File: src/rtl/mcu_pmu_pkg.sv
// Shared definitions for the deep-sleep power management sequencer.
// Holds the state encodings, the counter width and the output decode.
package mcu_pmu_pkg;

  localparam int MCU_PMU_WAKE_CYCLES_DEFAULT = 16;
  localparam int MCU_PMU_CNT_W               = 8;

  typedef logic [MCU_PMU_CNT_W-1:0] pmu_cnt_t;

  typedef enum logic [2:0] {
    ST_RUN     = 3'd0,
    ST_HOLDREQ = 3'd1,
    ST_PWRREQ  = 3'd2,
    ST_LOWPWR  = 3'd3,
    ST_PWRREL  = 3'd4,
    ST_SETTLE  = 3'd5,
    ST_HOLDREL = 3'd6
  } pmu_state_t;

  typedef struct packed {
    logic sleephold_req_n;
    logic stop_req;
    logic stby_req;
    logic hclk_en;
  } pmu_outs_t;

  localparam pmu_outs_t PMU_OUTS_RESET = '{sleephold_req_n: 1'b1, stop_req: 1'b0,
                                           stby_req: 1'b0, hclk_en: 1'b1};

  // Output levels implied by a state; power requests follow the latched mode.
  function automatic pmu_outs_t pmu_decode(input pmu_state_t st, input logic mode_sb);
    pmu_outs_t o;
    logic      pwr_req;
    o                 = PMU_OUTS_RESET;
    pwr_req           = (st == ST_PWRREQ) || (st == ST_LOWPWR);
    o.sleephold_req_n = !((st == ST_HOLDREQ) || (st == ST_PWRREQ) || (st == ST_LOWPWR) ||
                          (st == ST_PWRREL) || (st == ST_SETTLE));
    o.stop_req        = pwr_req && !mode_sb;
    o.stby_req        = pwr_req && mode_sb;
    o.hclk_en         = !((st == ST_LOWPWR) || (st == ST_PWRREL) || (st == ST_SETTLE));
    return o;
  endfunction

endpackage

File: src/rtl/mcu_pmu_if.sv
// Handshake bundle between the PMU and mcu_sysctrl / CPU sleep status.
// The PMU side is the master: it issues the hold and power requests.
interface mcu_pmu_if;

  logic       PMUENABLE;
  logic       PDDS_REG;
  logic       SLEEPING;
  logic       SLEEPDEEP;
  logic       WAKEUP;
  logic       SLEEPHOLDACKn;
  logic       STOPACK;
  logic       STBYACK;
  logic       PLL_LOCK;
  logic       SLEEPHOLDREQn;
  logic       STOPREQ;
  logic       STBYREQ;
  logic       HCLKEN;
  logic [2:0] PMU_STATE;

  modport master (
    input  PMUENABLE, PDDS_REG, SLEEPING, SLEEPDEEP, WAKEUP,
    input  SLEEPHOLDACKn, STOPACK, STBYACK, PLL_LOCK,
    output SLEEPHOLDREQn, STOPREQ, STBYREQ, HCLKEN, PMU_STATE
  );

  modport slave (
    output PMUENABLE, PDDS_REG, SLEEPING, SLEEPDEEP, WAKEUP,
    output SLEEPHOLDACKn, STOPACK, STBYACK, PLL_LOCK,
    input  SLEEPHOLDREQn, STOPREQ, STBYREQ, HCLKEN, PMU_STATE
  );

endinterface

File: src/rtl/mcu_pmu_settle_cnt.sv
// Loadable down-counter that saturates at zero, timing the post-wake settle.
module mcu_pmu_settle_cnt
  import mcu_pmu_pkg::*;
(
  input  logic     FCLK,
  input  logic     PORESETn,
  input  logic     load,
  input  pmu_cnt_t load_val,
  input  logic     dec,
  output logic     zero
);

  pmu_cnt_t count_q;

  always_ff @(posedge FCLK or negedge PORESETn) begin
    if (!PORESETn) begin
      count_q <= '0;
    end else if (load) begin
      count_q <= load_val;
    end else if (dec && (count_q != '0)) begin
      count_q <= count_q - 1'b1;
    end
  end

  assign zero = (count_q == '0);

endmodule

File: src/rtl/mcu_pmu.sv
// Deep-sleep sequencer: hold -> power request -> clock gate, and the reverse
// on wake with PLL-lock and settle wait before HCLK is restored.
module mcu_pmu
  import mcu_pmu_pkg::*;
#(
  parameter int WAKE_CYCLES = MCU_PMU_WAKE_CYCLES_DEFAULT
) (
  input  logic      FCLK,
  input  logic      PORESETn,
  mcu_pmu_if.master bus
);

  localparam pmu_cnt_t SETTLE_LOAD = pmu_cnt_t'(WAKE_CYCLES - 1);

  pmu_state_t state_q, state_d;
  logic       mode_q, mode_d;
  pmu_outs_t  outs_q, outs_d;
  logic       sel_ack;
  logic       cnt_load;
  logic       cnt_zero;

  assign sel_ack = mode_q ? bus.STBYACK : bus.STOPACK;

  always_comb begin
    state_d  = state_q;
    mode_d   = mode_q;
    cnt_load = 1'b0;
    case (state_q)
      ST_RUN: begin
        if (bus.PMUENABLE && bus.SLEEPING && bus.SLEEPDEEP && !bus.WAKEUP) begin
          state_d = ST_HOLDREQ;
          mode_d  = bus.PDDS_REG;
        end
      end
      ST_HOLDREQ: begin
        if (bus.WAKEUP)              state_d = ST_HOLDREL;
        else if (!bus.SLEEPHOLDACKn) state_d = ST_PWRREQ;
      end
      ST_PWRREQ: begin
        if (bus.WAKEUP)   state_d = ST_PWRREL;
        else if (sel_ack) state_d = ST_LOWPWR;
      end
      ST_LOWPWR: begin
        if (bus.WAKEUP) state_d = ST_PWRREL;
      end
      ST_PWRREL: begin
        if (!sel_ack) begin
          state_d  = ST_SETTLE;
          cnt_load = 1'b1;
        end
      end
      ST_SETTLE: begin
        if (cnt_zero && bus.PLL_LOCK) state_d = ST_HOLDREL;
      end
      ST_HOLDREL: begin
        if (bus.SLEEPHOLDACKn) state_d = ST_RUN;
      end
      default: state_d = ST_RUN;
    endcase
  end

  // Outputs are decoded from the next state so they register alongside it.
  assign outs_d = pmu_decode(state_d, mode_d);

  always_ff @(posedge FCLK or negedge PORESETn) begin
    if (!PORESETn) begin
      state_q <= ST_RUN;
      mode_q  <= 1'b0;
      outs_q  <= PMU_OUTS_RESET;
    end else begin
      state_q <= state_d;
      mode_q  <= mode_d;
      outs_q  <= outs_d;
    end
  end

  mcu_pmu_settle_cnt u_settle_cnt (
    .FCLK     (FCLK),
    .PORESETn (PORESETn),
    .load     (cnt_load),
    .load_val (SETTLE_LOAD),
    .dec      (state_q == ST_SETTLE),
    .zero     (cnt_zero)
  );

  assign bus.SLEEPHOLDREQn = outs_q.sleephold_req_n;
  assign bus.STOPREQ       = outs_q.stop_req;
  assign bus.STBYREQ       = outs_q.stby_req;
  assign bus.HCLKEN        = outs_q.hclk_en;
  assign bus.PMU_STATE     = state_q;

endmodule

File: src/flat_wrapper.sv
// flat-port wrapper written by rule: the top's interface ports become plain ports
module mcu_pmu_flat import mcu_pmu_pkg::*;
#(
  parameter int WAKE_CYCLES = MCU_PMU_WAKE_CYCLES_DEFAULT
)
  (FCLK, PORESETn, bus_PMUENABLE, bus_PDDS_REG, bus_SLEEPING, bus_SLEEPDEEP, bus_WAKEUP, bus_SLEEPHOLDACKn, bus_STOPACK, bus_STBYACK, bus_PLL_LOCK, bus_SLEEPHOLDREQn, bus_STOPREQ, bus_STBYREQ, bus_HCLKEN, bus_PMU_STATE);
  mcu_pmu_if bus_i ();
  input  logic FCLK;
  input  logic PORESETn;
  input wire logic [$bits(bus_i.PMUENABLE)-1:0] bus_PMUENABLE;
  input wire logic [$bits(bus_i.PDDS_REG)-1:0] bus_PDDS_REG;
  input wire logic [$bits(bus_i.SLEEPING)-1:0] bus_SLEEPING;
  input wire logic [$bits(bus_i.SLEEPDEEP)-1:0] bus_SLEEPDEEP;
  input wire logic [$bits(bus_i.WAKEUP)-1:0] bus_WAKEUP;
  input wire logic [$bits(bus_i.SLEEPHOLDACKn)-1:0] bus_SLEEPHOLDACKn;
  input wire logic [$bits(bus_i.STOPACK)-1:0] bus_STOPACK;
  input wire logic [$bits(bus_i.STBYACK)-1:0] bus_STBYACK;
  input wire logic [$bits(bus_i.PLL_LOCK)-1:0] bus_PLL_LOCK;
  output wire logic [$bits(bus_i.SLEEPHOLDREQn)-1:0] bus_SLEEPHOLDREQn;
  output wire logic [$bits(bus_i.STOPREQ)-1:0] bus_STOPREQ;
  output wire logic [$bits(bus_i.STBYREQ)-1:0] bus_STBYREQ;
  output wire logic [$bits(bus_i.HCLKEN)-1:0] bus_HCLKEN;
  output wire logic [$bits(bus_i.PMU_STATE)-1:0] bus_PMU_STATE;
  assign bus_i.PMUENABLE = bus_PMUENABLE;
  assign bus_i.PDDS_REG = bus_PDDS_REG;
  assign bus_i.SLEEPING = bus_SLEEPING;
  assign bus_i.SLEEPDEEP = bus_SLEEPDEEP;
  assign bus_i.WAKEUP = bus_WAKEUP;
  assign bus_i.SLEEPHOLDACKn = bus_SLEEPHOLDACKn;
  assign bus_i.STOPACK = bus_STOPACK;
  assign bus_i.STBYACK = bus_STBYACK;
  assign bus_i.PLL_LOCK = bus_PLL_LOCK;
  assign bus_SLEEPHOLDREQn = bus_i.SLEEPHOLDREQn;
  assign bus_STOPREQ = bus_i.STOPREQ;
  assign bus_STBYREQ = bus_i.STBYREQ;
  assign bus_HCLKEN = bus_i.HCLKEN;
  assign bus_PMU_STATE = bus_i.PMU_STATE;
  mcu_pmu #(.WAKE_CYCLES(WAKE_CYCLES)) u_core (.FCLK(FCLK), .PORESETn(PORESETn), .bus(bus_i));
endmodule
File: config.mk
export PLATFORM = sky130hd
export DESIGN_NAME = mcu_pmu_flat
export DESIGN_NICKNAME = d
export VERILOG_FILES = /design/src/rtl/mcu_pmu_pkg.sv /design/src/rtl/mcu_pmu_if.sv /design/src/rtl/mcu_pmu_settle_cnt.sv /design/src/rtl/mcu_pmu.sv /design/src/flat_wrapper.sv
export SDC_FILE = /design/constraint.sdc
export NUM_CORES = 1
export LEC_CHECK = 0
export ABC_AREA = 0
export CAP_MARGIN = 5
export CORE_AREA = 2 2 52 42
export DETAILED_ROUTE_END_ITERATION = 16
export DIE_AREA = 0 0 54 44
export PLACE_DENSITY = 0.74
export SLEW_MARGIN = 0
export SYNTH_ARGS = -nofsm -noshare
export SYNTH_HDL_FRONTEND = slang
export SYNTH_SLANG_ARGS = --single-unit
File: constraint.sdc
create_clock -name FCLK -period 2.26 [get_ports FCLK]
set_input_delay 0.452 -clock FCLK [delete_from_list [all_inputs] [get_ports FCLK]]
set_output_delay 0.452 -clock FCLK [all_outputs]
set_load 0.02 [all_outputs]
**Yosys cells after proc, flatten, opt, wreduce, memory -nomap -nowiden**

Cells that the tools add are included.

- Add/subtract/negate cells: 1
- Multiply operators: 0
- Div/mod/pow operators: 0
- Order comparisons: 0
- Eq/ne operators: 11
- Shifts and indexed selects: 0
- Mux-type cells: 17
- Bitwise operators: 0
- Reductions and logical operators: 22

Operator list:

| kind | count |
|---|---|
| two-way mux 3 bit | 9 |
| one-hot mux 3 bit (7 select lines) | 1 |
| two-way mux 8 bit | 2 |
| == test 3 bit (second input constant) | 5 |
| == test 3 x 2 -> 1 bit (second input constant) | 4 |
| zero test 8 bit | 1 |
| nonzero test 8 bit | 1 |
| subtractor 8 x 1 -> 8 bit (second input constant) | 1 |
| logical AND 1 bit | 7 |
| logical OR 1 bit | 7 |
| == test 3 x 1 -> 1 bit (second input constant) | 2 |
| two-way mux 1 bit | 5 |
| zero test 1 bit | 4 |
| zero test 3 bit | 1 |
| nonzero test 2 bit | 1 |

- Register bits after elaboration: 16
- Bits in latches: 0
- Bits in writable memories: 0
- Bits in read-only memories: 0
- Bits of input ports: 11
- Output and inout port bits: 7
- Word-level logic and storage cells: 58
- Memories kept: 0

**Depth between registers and ports, before layout**

- Word-level depth: 11
- Mapped depth: 7
- Depth with buffers taken out: 6

**Cells and area by module**

From an unflattened synthesis, not the netlist that was laid out.

- Cells, all modules: 103
- Area, all modules: 993.5 um^2

Modules (own cells, without submodules):

| module | times used | cells each | area each (um^2) | seq. area each (um^2) |
|---|---|---|---|---|
| mcu_pmu_settle_cnt | 1 | 58 | 528.0 | 200.2 |
| mcu_pmu | 1 | 45 | 465.4 | 202.7 |

**Least setup slack after synthesis**

Ideal clock, no wire load.

- Path type: reg2reg
- Start point: register u_core.u_settle_cnt.count_q[3]
- End point: register u_core.outs_q, in the netlist u_core.bus.SLEEPHOLDREQn
- Library setup time: 0.080 ns
- Arrival: 1.919 ns
- Data required time: 2.180 ns
- Path slack: 0.261 ns
- Stages on the path, launching flop included: 6
- Buffers on the path: 1
- Period minus slack after synthesis: 1.999 ns
- Cell sequence: dfrtp_1 or4_1 buf_2 or4_4 a31o_1 o2111a_1

RTL lines:

| item | RTL line | text |
|---|---|---|
| from (decl) | mcu_pmu_settle_cnt.sv:13 | `pmu_cnt_t count_q;` |
| from (signal assigned) | mcu_pmu_settle_cnt.sv:19 | `count_q <= load_val;` |
| from (signal assigned) | mcu_pmu_settle_cnt.sv:21 | `count_q <= count_q - 1'b1;` |
| to (signal assigned) | mcu_pmu.sv:73 | `outs_q <= outs_d;` |
| to (decl) | mcu_pmu.sv:17 | `pmu_outs_t outs_q, outs_d;` |

==> results list <==
- The flow ran to the end, and the final reports show no timing, DRC or antenna violations.
- The startpoint identified for the worst register-to-register timing path is u_core.u_settle_cnt.count_q[3]$_DFFE_PN0P_.
- Of the total synthesized cell area, the portion taken by AND, OR, NAND and NOR gates is 21.8%.
- The wire-length estimate of the detail-placed layout is 1410 µm.
- Clock-pin slew was measured on the worst setup and hold paths at 0.09 ns.
* Count of flip-flops with a built-in enable after synthesis: 0
- Sequential-to-total area share from yosys stat: 46.1%
- Worst setup path class: reg -> reg
- By area, the combinational part of the netlist is dominated by simple AND/OR/NAND/NOR gates.
- VDD sags by at most 0.000693 V.
* Post-cts sizing count: 0
- Count of routing violations after the opening detailed-route iteration: 28
* Final estimated routing congestion in global placement: 0.821
* Number of antenna repair diodes: 0
- In this run the most critical hold path is launched from u_core.u_settle_cnt.count_q[4]$_DFFE_PN0P_.
- Slew at the pin with the worst max-slew slack: 0.706 ns
- Setup repair after global routing left no endpoint under its margin.
- Counting every net in the synthesized netlist gives 99.
* Remaining antenna violation count after routing: 0
- Arrival time of the worst setup path: 2.27 ns
* Data required time at the worst endpoint: 2.48 ns
- Summing over every cut layer, the via total after detailed routing is 717.
- Final total power: 1.22 mW
- Hold Fails Final Rpt: 0
- In the synthesized netlist the dominant register cell turns out to be dfrtp_1.
- Clock skew on the completed layout was measured at 0.00505 ns.
* Synthesis-to-finish area growth: 26.1%
- Layout cells sized above 1: 10.7%
- Maximum level of the CTS H-tree: 1
* Starting density of the core: 46.2%
- Power spread over the standard cell area amounts to 1110 nW/µm².
* Max Transition Viols Final: 0
* Xor and xnor fraction of the mapped netlist area: 5.01%
- Adder and majority cell fraction of the synthesized area: 2.87%
- Detailed Routing Iterations Pass 1: 4
* Distinct cell type count after synthesis: 36
- For this design the static power due to leakage is 0.456 nW.
* Setup ws final: 0.208 ns
- Number of global-route vias before repair: 665
* Share of the synthesized area in the top cell type: 40.1%
- FMAX: 487 MHz
- The library cell used most frequently in the layout, excluding fill and tap cells, is clkdlybuf4s50_1.
* Leading area contributor after synthesis: dfrtp_1
- Cell types with the largest area share after synthesis: dfrtp_1, dfstp_2, xor2_1
* Die extent in x: 54 µm
- Number of I/O port buffers: 17
* Worst Setup Start Kind: flop
* Worst setup EP type: flop
- Leaving out fill and tap cells, the most frequent cells in the layout are clkdlybuf4s50_1, dfrtp_1, nor2_1.
* Min Tclk post-route: 2.05 ns
* Setup-violating endpoint count in the final report: 0
- Mean instance size in the synthesized netlist: 10.2 µm²
- The tree built by TritonCTS fans out to 16 sinks.
* Bufs on Longest Clock Path: 2
- DRC: 0
- CTS tree: built
- The synthesized netlist devotes 16.0% of its cell area to compound gates.
* Top-Level Pins: 18
- Max-cap violations in this run came to 0.
* Clock insertion delay at the later pin of the skew report: 0.28 ns
- Total core area: 1890 µm²
* Synthesized cell area: 873 µm²
- The path class of the tightest hold or removal check is reg -> reg.
- Worst hold path cell count: 1
- Total Die Area: 2380 µm²
- First-pass GRT wire length: 3090 µm
- Final core area utilization: 58.2%
- For the worst flop-to-flop path, the logic depth is 4.
- The die is 44 µm tall.
- Cell count after synthesis: 86
- Biggest fanout along the worst timing path: 6
- Using the TritonRoute via totals, the vias-per-cell ratio works out to 5.65.
- The finished cells cover 1100 µm².
* CTS Buf Count: 3
- Of all flip-flops after synthesis, the portion carrying an async set or reset was 100%.
* Ys Warns: 0
- Setup slack on the worst reg-to-reg path comes out at 0.21 ns.
- Mux contribution to synthesized area: 3.72%
- Dividing the final minimum period by the clock period gives 90.8%.
- Pin count of the biggest net entering global routing: 17
- Layout Nets: 117
- The root buffer cell chosen for the clock tree is clkbuf_4.
* Worst setup timing slack at the placement stage: 0.208 ns
- In this run the critical register-to-register path is captured at u_core.bus.SLEEPHOLDREQn$_DFF_PN1_.
* Count of hold-fix buffers inserted at cts: 0
- Wires add up to 1810 µm.
- In this run the tightest slew margin relative to its limit is 52.8%.
* Overflow left after global routing: 0
- The floorplan has 14 rows.
- Synthesis inferred 16 register bits.
- Antenna violations before repair: 0
- For this run, the total global-route usage over all layers was measured as 18.7%.
- Adding up every negative setup slack in the final design gives 0 ns.
* Setup Fix Bufs, Post-CTS: 0
- WL/cell: 14.3 µm
- Placed inst area: 1060 µm²
- The path with the worst hold slack has its endpoint at u_core.u_settle_cnt.count_q[4]$_DFFE_PN0P_.
area by class of cell:
| class | instances | area (µm²) |
|---|---|---|
| fill | 168 | 791 |
| multi-input combinational | 60 | 432 |
| sequential | 16 | 403 |
| timing repair buffer | 19 | 185 |
| clock buffer | 4 | 36.3 |
| tap | 24 | 30.0 |
| inverter | 4 | 15.0 |
state kept, by name (all words and copies together), names as in the netlist:
name / flops
u_core.bus.HCLKEN: 1
u_core.bus.PMU_STATE: 3
u_core.u_settle_cnt.count_q: 8
u_core.mode_q: 1
u_core.bus.SLEEPHOLDREQn: 1
u_core.bus.STBYREQ: 1
u_core.bus.STOPREQ: 1
per-stage QoR:
stage | hold slack, ns | std cells
finish | 0.545 | 127
global route | 0.585 | 127
CTS | 0.547 | 127
detailed placement | 0.534 | 123
global placement | 0.519 | 123
floorplan | 0.156 | 86
report_power, final:
group          internal (mW)  total, mW  switching [mW]
logic                  0.264      0.560           0.296
clock network         0.0980      0.185          0.0868
registers              0.378      0.474          0.0955
per-layer routing:
layer	vias up	track usage, %	share of wire [%]	routed length [µm]
met5	-	0	0	0
met1	344	26.8	47	859
met2	24	27.3	46	840
li1	349	-	-	-
met3	0	7.24	6.1	110
met4	0	3.00	0	0
cell usage after synthesis, types with 2 or more instances:
cell type / n
dfrtp_1: 14
dfstp_2: 2
o211ai_1: 4
clkbuf_1: 5
o2111ai_1: 3
mux2_2: 2
inv_1: 4
ha_1: 2
nand2_1: 3
nor4bb_1: 2
nand3_1: 3
xor2_1: 4
o21ai_0: 2
nand2b_1: 4
nor2b_1: 2
nand3b_1: 2
nor3_1: 3
nor2_1: 7
worst max-delay path: stages, from the launching register on:
cell and delay, ns:
dfrtp_1 0.44, or4_1 0.59, or4_4 0.55, a31o_1 0.23, o2111a_1 0.17
logic make-up (layout without fill, tap and decap cells):
group	count (synthesis)	after routing
xor+xnor	5	5
buf+inv	10	27
simple gates	32	32
fa+ha+maj	2	2
mux	3	3
compound gates	18	18
flops	16	16
worst max-delay path by stage:
stage                                                    start                                         end  slack, ns  cells after the start
floorplan           u_core.u_settle_cnt.count_q[3]$_DFFE_PN0P_          u_core.bus.SLEEPHOLDREQn$_DFF_PN1_       0.26                      5
global placement    u_core.u_settle_cnt.count_q[3]$_DFFE_PN0P_          u_core.bus.SLEEPHOLDREQn$_DFF_PN1_       0.25                      4
detailed placement  u_core.u_settle_cnt.count_q[3]$_DFFE_PN0P_          u_core.bus.SLEEPHOLDREQn$_DFF_PN1_       0.21                      4
CTS                 u_core.u_settle_cnt.count_q[3]$_DFFE_PN0P_          u_core.bus.SLEEPHOLDREQn$_DFF_PN1_       0.20                      4
global route        u_core.u_settle_cnt.count_q[3]$_DFFE_PN0P_  u_core.u_settle_cnt.count_q[0]$_DFFE_PN0P_       0.08                      5
finish              u_core.u_settle_cnt.count_q[3]$_DFFE_PN0P_          u_core.bus.SLEEPHOLDREQn$_DFF_PN1_       0.21                      4
(Power assumes the default switching activity.)
